$ cat src/rtl/drain_deser.sv
// Drain-end deserializer: samples the inverter-chain bit, undoes the chain inversion,
// packs LSB-first WIDTH-bit words and queues them in a 2-entry valid/ready buffer.
module drain_deser #(
   parameter int   WIDTH  = 8,
   parameter logic INVERT = 1'b1
) (
   input  logic             clock,
   input  logic             reset_n,
   input  logic             drain,
   input  logic             drain_valid,
   input  logic             sof,
   output logic [WIDTH-1:0] word_data,
   output logic             word_valid,
   input  logic             word_ready,
   output logic             overflow,
   input  logic             overflow_clr,
   output logic [3:0]       bit_count
);

   typedef enum logic {IDLE, SHIFT} state_t;

   localparam logic [3:0] LAST = 4'(WIDTH - 1);

   state_t           state_q, state_d;
   logic [3:0]       cnt_d;
   logic [3:0]       wr_pos;
   logic             b;
   logic             push;
   logic             pop;
   logic             ovf_evt;
   logic             full;
   logic [WIDTH-1:0] shreg;
   logic [WIDTH-1:0] new_word;
   logic [WIDTH-1:0] tail;

   assign b        = drain ^ INVERT;
   assign wr_pos   = sof ? 4'd0 : bit_count;
   assign new_word = {b, shreg[WIDTH-2:0]};
   assign pop      = word_valid & word_ready;
   assign ovf_evt  = push & full & ~pop;

   always_comb begin
      state_d = state_q;
      cnt_d   = bit_count;
      push    = 1'b0;
      if (sof) begin
         // A frame start drops the partial word; a coincident strobe becomes bit 0.
         if (drain_valid) begin
            state_d = SHIFT;
            cnt_d   = 4'd1;
         end else begin
            state_d = IDLE;
            cnt_d   = 4'd0;
         end
      end else if (drain_valid) begin
         case (state_q)
            IDLE: begin
               state_d = SHIFT;
               cnt_d   = 4'd1;
            end
            SHIFT: begin
               if (bit_count == LAST) begin
                  push    = 1'b1;
                  state_d = IDLE;
                  cnt_d   = 4'd0;
               end else begin
                  cnt_d = bit_count + 4'd1;
               end
            end
            default: begin
               state_d = IDLE;
               cnt_d   = 4'd0;
            end
         endcase
      end
   end

   always_ff @(posedge clock or negedge reset_n) begin
      if (!reset_n) begin
         state_q   <= IDLE;
         bit_count <= 4'd0;
      end else begin
         state_q   <= state_d;
         bit_count <= cnt_d;
      end
   end

   // Partial-word bits are meaningless while bit_count is 0, so no reset is needed.
   always_ff @(posedge clock) begin
      if (drain_valid) begin
         for (int i = 0; i < WIDTH; i++) begin
            if (wr_pos == 4'(i)) shreg[i] <= b;
         end
      end
   end

   // word_data is the head register; tail holds the second entry when full.
   always_ff @(posedge clock or negedge reset_n) begin
      if (!reset_n) begin
         word_data  <= '0;
         tail       <= '0;
         word_valid <= 1'b0;
         full       <= 1'b0;
         overflow   <= 1'b0;
      end else begin
         case ({push, pop})
            2'b10: begin
               if (!word_valid) begin
                  word_data  <= new_word;
                  word_valid <= 1'b1;
               end else if (!full) begin
                  tail <= new_word;
                  full <= 1'b1;
               end
            end
            2'b01: begin
               if (full) begin
                  word_data <= tail;
                  full      <= 1'b0;
               end else begin
                  word_valid <= 1'b0;
               end
            end
            2'b11: begin
               if (full) begin
                  word_data <= tail;
                  tail      <= new_word;
               end else begin
                  word_data <= new_word;
               end
            end
            default: ;
         endcase
         overflow <= ovf_evt | (overflow & ~overflow_clr);
      end
   end

endmodule

$ cat config.mk
export PLATFORM = sky130hd
export DESIGN_NAME = drain_deser
export DESIGN_NICKNAME = d
export VERILOG_FILES = /design/src/rtl/drain_deser.sv
export SDC_FILE = /design/constraint.sdc
export NUM_CORES = 1
export LEC_CHECK = 0
export CAP_MARGIN = 20
export CORE_UTILIZATION = 42
export CTS_CLUSTER_DIAMETER = 150
export CTS_CLUSTER_SIZE = 25
export DETAILED_ROUTE_END_ITERATION = 8
export DONT_BUFFER_PORTS = 1
export GPL_ROUTABILITY_DRIVEN = 0
export PLACE_DENSITY_LB_ADDON = 0.08
export SLEW_MARGIN = 20
export SYNTH_ARGS = -nofsm -noshare
export SYNTH_HDL_FRONTEND = slang
export SYNTH_SLANG_ARGS = --single-unit
export TNS_END_PERCENT = 5
$ cat constraint.sdc
create_clock -name clock -period 2.5 [get_ports clock]
set_input_delay 0.5 -clock clock [delete_from_list [all_inputs] [get_ports clock]]
set_output_delay 0.5 -clock clock [all_outputs]
set_load 0.005 [all_outputs]
Yosys cells after proc, flatten, opt, wreduce, memory -nomap -nowiden --
Cells that the tools add are included.
Operators by class: $add $sub $neg 1, equal/unequal tests 15, multiplexer cells 26, bitwise operators 9, reductions and logical operators 16
Operator list (count):
- two-way mux 8 bit | 5
- case mux 8 bit (3 select lines) | 1
- AND reduction 2 bit | 9
- == test 4 x 3 -> 1 bit, second input constant | 4
- two-way mux 4 bit | 4
- case mux 8 bit (2 select lines) | 1
- two-way mux 1 bit | 11
- != test 2 bit, second input constant | 5
- == test 4 x 2 -> 1 bit, second input constant | 2
- case mux 4 bit (2 select lines) | 1
- case mux 1 bit (2 select lines) | 3
- AND reduction 3 bit | 2
- nonzero test 2 bit | 3
- adder 4 x 1 -> 4 bit, second input constant | 1
- AND 1 bit | 4
- == test 2 bit, second input constant | 2
- == test 4 x 1 -> 1 bit, second input constant | 1
- logical NOT 4 bit | 1
- inverter 1 bit | 4
- nonzero test 3 bit | 1
- == test 2 x 1 -> 1 bit, second input constant | 1
- bitwise OR 1 bit | 1
Word-level totals: bits in registers 31, input port bits 7

Depth between registers and ports, before layout --
word-level depth 8, mapped depth 8, gate-level depth less buffers 5

Least setup slack after synthesis --
No wires, ideal clock.
path kind flip-flop to flip-flop, start register bit_count[1], end register word_data[0], library setup time 125 ps, data arrival time 1832 ps, data required time 2375 ps, path slack 543 ps, cell stages (with the launch flop) 7, buffers on the path 1, cells stage by stage dfrtp_1 ha_1 and3b_1 buf_6 a31oi_4 mux2_2 mux2_4
On the way: word-level cells in the longest chain between the ends 8, elaborated cells on any way between the ends 13
Ends and longest elaborated chain:
- start, declared | line 17 | output logic [3:0] bit_count
- start signal, assigned | line 84 | bit_count <= cnt_d;
- == test 4 x 3 -> 1 bit (*) | line 62 | if (bit_count == LAST) begin
- two-way mux 1 bit (*) | line 62
- two-way mux 1 bit (*) | line 56 | case (state_q)
- two-way mux 1 bit (*) | line 55 | end else if (drain_valid) begin
- two-way mux 1 bit (*) | line 46 | if (sof) begin
- == test 2 x 1 -> 1 bit or == test 2 bit (tied branches) | line 106 | case ({push, pop})
- != test 2 bit (no source line) or nonzero test 3 bit (tied branches)
- AND reduction 3 bit (no source line)
- end signal, assigned | line 109 | word_data <= new_word;
- end signal, assigned | line 118 | word_data <= tail;
- end signal, assigned | line 126 | word_data <= tail;
- end, declared | line 12 | output logic [WIDTH-1:0] word_data,
Every way passes the cells marked *; elsewhere a longest branch is shown, timed or not. A chain may end at the register's enable or synchronous reset.

Worst setup path after layout --
start register bit_count[1], end register word_data[3]
Same word-level chain as after synthesis.

==> impl_metrics.py <==
metrics = {
    "sta": {
        "finalHoldViolCount": 0,
        "slew_violations": 0,
        "slew-limit-headroom_pct": 66.32,
        "period_needed_ps": 2117,
        "fin_setup_tns_ps": 0,
        "clock_skew_ps": 7.291,
        "rsz0062_at_grt": "false",
        "fmax_mhz": 472.4,
        "worstMarginPinSlew_ps": 503.7,
        "fin_crit_sh_pct": 84.67,
        "setup_violations": 0,
    },
    "drt": {
        "remaining_drc_errors": 0,
        "wirelength_um": 2630,
        "drt_first_pass_iters": 4,
        "drt_iter0_drc": 36,
        "ant_nets": 0,
        "vias": 901,
        "viasPerCell": 5.428,
        "wl_per_cell_um": 15.84,
    },
    "power": {
        "leakage_nw": 0.6961,
        "powerDensity_mw_per_mm2": 600.1,
        "total_power_w": 0.0009589,
        "ir_drop_uv": 247.1,
    },
    "synth": {
        "synth-seq-area-share_pct": 55.01,
        "yosys_warnings": 0,
        "async_flop_share_pct": 77.42,
        "syn_nets": 123,
        "ys_types": 32,
        "synth_edf_count": 7,
        "netlist_instances": 115,
        "syn_area_mm2": 0.001474,
        "synth.avg_cell_area_um2": 12.82,
        "ys.flop_type": "dfrtp_1",
        "synth-seq-cells": 31,
    },
    "critical_path": {
        "ff2ff_setup_slack_ps": 380,
        "required_ps": 2730,
        "cp.arrival_ps": 2350,
        "path_max_fanout": 10,
        "crit_type": "flip-flop to flip-flop",
        "start_kind": "flip-flop",
        "cp-end-kind": "flip-flop",
    },
    "clocking": {
        "clkTransAtPathRegs_ps": 100,
        "cts_num_sinks": 31,
        "cts-root-buf": "clkbuf_4",
        "cts_tree": "yes",
        "clk_path_buf_depth": 2,
        "htreeDepth": 2,
        "clock_latency_ps": 330,
        "cts_buffers": 5,
        "cts-resized-gates": 0,
    },
    "layout": {
        "multiInputGateArea_um2": 593.1,
        "fill_cells": 330,
        "design_area_mm2": 0.001598,
        "synthToLayoutAreaGrowth_pct": 8.404,
        "drive_above_1_share_pct": 26.67,
        "fin_util_pct": 47.88,
        "instances_no_fill": 166,
        "diodes": 0,
        "nets": 127,
        "seq_area_um2": 810.8,
    },
    "floorplanning": {
        "ios": 21,
        "die_h_um": 61.24,
        "rows": 21,
        "die_w_um": 61.24,
        "dieArea_mm2": 0.003750,
        "core_mm2": 0.003337,
        "start_util_pct": 44.17,
    },
    "outcome": {
        "status": "completed",
    },
    "place": {
        "hpwl_um": 1788,
        "dpl-instance-area_mm2": 0.001491,
        "place_inst": 156,
        "io_buffers": 0,
    },
    "grt": {
        "grt_overflow_total": 0,
        "grt_max_degree": 25,
        "grt_pass1_vias": 933,
        "antenna_found_initial": 0,
        "grt_pass1_wl_um": 4381,
        "track_usage_pct": 17.20,
    },
    "hold_path": {
        "hold_class": "input port to flip-flop",
    },
    "job": {
        "max_cap_viol_count": 0,
    },
}
## sequential cells by signal, indices dropped and copies added, names as in the netlist
| name | count |
|---|---|
| tail | 8 |
| word_data | 8 |
| shreg | 7 |
| bit_count | 4 |
| full | 1 |
| overflow | 1 |
| state_q | 1 |
| word_valid | 1 |
## cell usage in the layout, fill, tap and decap left out, types with 2 or more instances in the layout
master	synthesis	layout
nor3b_1	3	3
and3b_1	2	2
nor2_1	8	8
edfxtp_1	7	7
mux2i_1	2	2
clkbuf_4	0	5
nand2b_1	2	2
mux2_4	7	7
nor3_1	2	2
mux2_2	14	14
nor4b_1	2	2
a21oi_1	4	4
nor4_1	2	2
o21ai_0	6	6
dfrtp_1	24	24
nand2_1	5	5
inv_1	6	6
## stage by stage
step	worst slack, ps	hold WS (ps)
global route	194.8	195.9
detailed placement	386.1	205.0
CTS	361.7	190.3
global placement	417.0	205.1
floorplan	543.1	204.4
finish	383.2	211.3
## worst paths after layout
| path | start | end | cells after the start |
|---|---|---|---|
| worst min-delay path | sof | bit_count[3]$_DFFE_PN0P_ | 1 |
| worst min register to register | tail[7]$_DFFE_PN0P_ | tail[7]$_DFFE_PN0P_ | 2 |
| worst max register to register | bit_count[1]$_DFFE_PN0P_ | word_data[3]$_DFFE_PN0P_ | 5 |
| worst max-delay path | bit_count[1]$_DFFE_PN0P_ | word_data[3]$_DFFE_PN0P_ | 5 |
| max in group asynchronous | reset_n | tail[2]$_DFFE_PN0P_ | 2 |
| min in group asynchronous | reset_n | tail[0]$_DFFE_PN0P_ | 2 |
## Yosys cell counts (all sizes together) (2+ instances only)
library cell / n / share of area, %
a21oi: 4 / 1.4
and3b: 2 / 1.2
buf: 5 / 3.0
dfrtp: 24 / 41
edfxtp: 7 / 14
inv: 6 / 1.5
mux2: 21 / 18
mux2i: 2 / 1.4
nand2: 5 / 1.3
nand2b: 2 / 0.85
nor2: 8 / 2.0
nor3: 2 / 0.68
nor3b: 3 / 1.5
nor4: 2 / 0.85
nor4b: 2 / 1.2
o21ai: 6 / 2.0
## logic make-up (layout without fill, tap and decap cells)
| kind of cell | count (synthesis) | count (layout) | share of synthesized area [%] |
|---|---|---|---|
| XOR/XNOR | 1 | 1 | 0.5943 |
| adder cells (fa/ha/maj) | 1 | 1 | 0.8488 |
| AO/OA/AOI/OAI | 16 | 16 | 7.726 |
| multiplexers | 23 | 23 | 19.18 |
| AND/OR/NAND/NOR | 31 | 31 | 11.89 |
| flip-flops | 31 | 31 | 55.01 |
| buffers and inverters | 12 | 17 | 4.753 |
## worst max-delay path: stages, from the launching register on
cell and delay (ps):
dfrtp_1 500, ha_1 260, and3b_1 260, a31oi_4 350
mux2_2 390, mux2_4 250
## metal layers
layer / routed length (um) / vias up / part of all wire, % / GRT usage [%]
li1: - / 421 / - / -
met1: 1146 / 448 / 44 / 20.24
met2: 1265 / 27 / 48 / 27.17
met3: 168 / 5 / 6.4 / 7.563
met4: 49 / 0 / 1.9 / 7.792
met5: 0 / - / 0 / 0
## layout make-up
class,count,share of cell area (%)
tap,46,3.602
timing repair buffer,3,2.349
multi-input combinational,72,37.12
clock buffer,5,2.349
clock inverter,3,2.428
inverter,6,1.410
sequential,31,50.74
## where the power goes
group	internal (W)	switching [W]
Combinational	0.0000178	0.0000218
Sequential	0.000524	0.0000103
Clock	0.000205	0.000179
## timing repair
action | CTS | global route
endpoints found under the hold margin | 24 | 0
buffers inserted | 0 | 0
hold buffers | 2 | 0
Power figures use the tool's default switching activity.
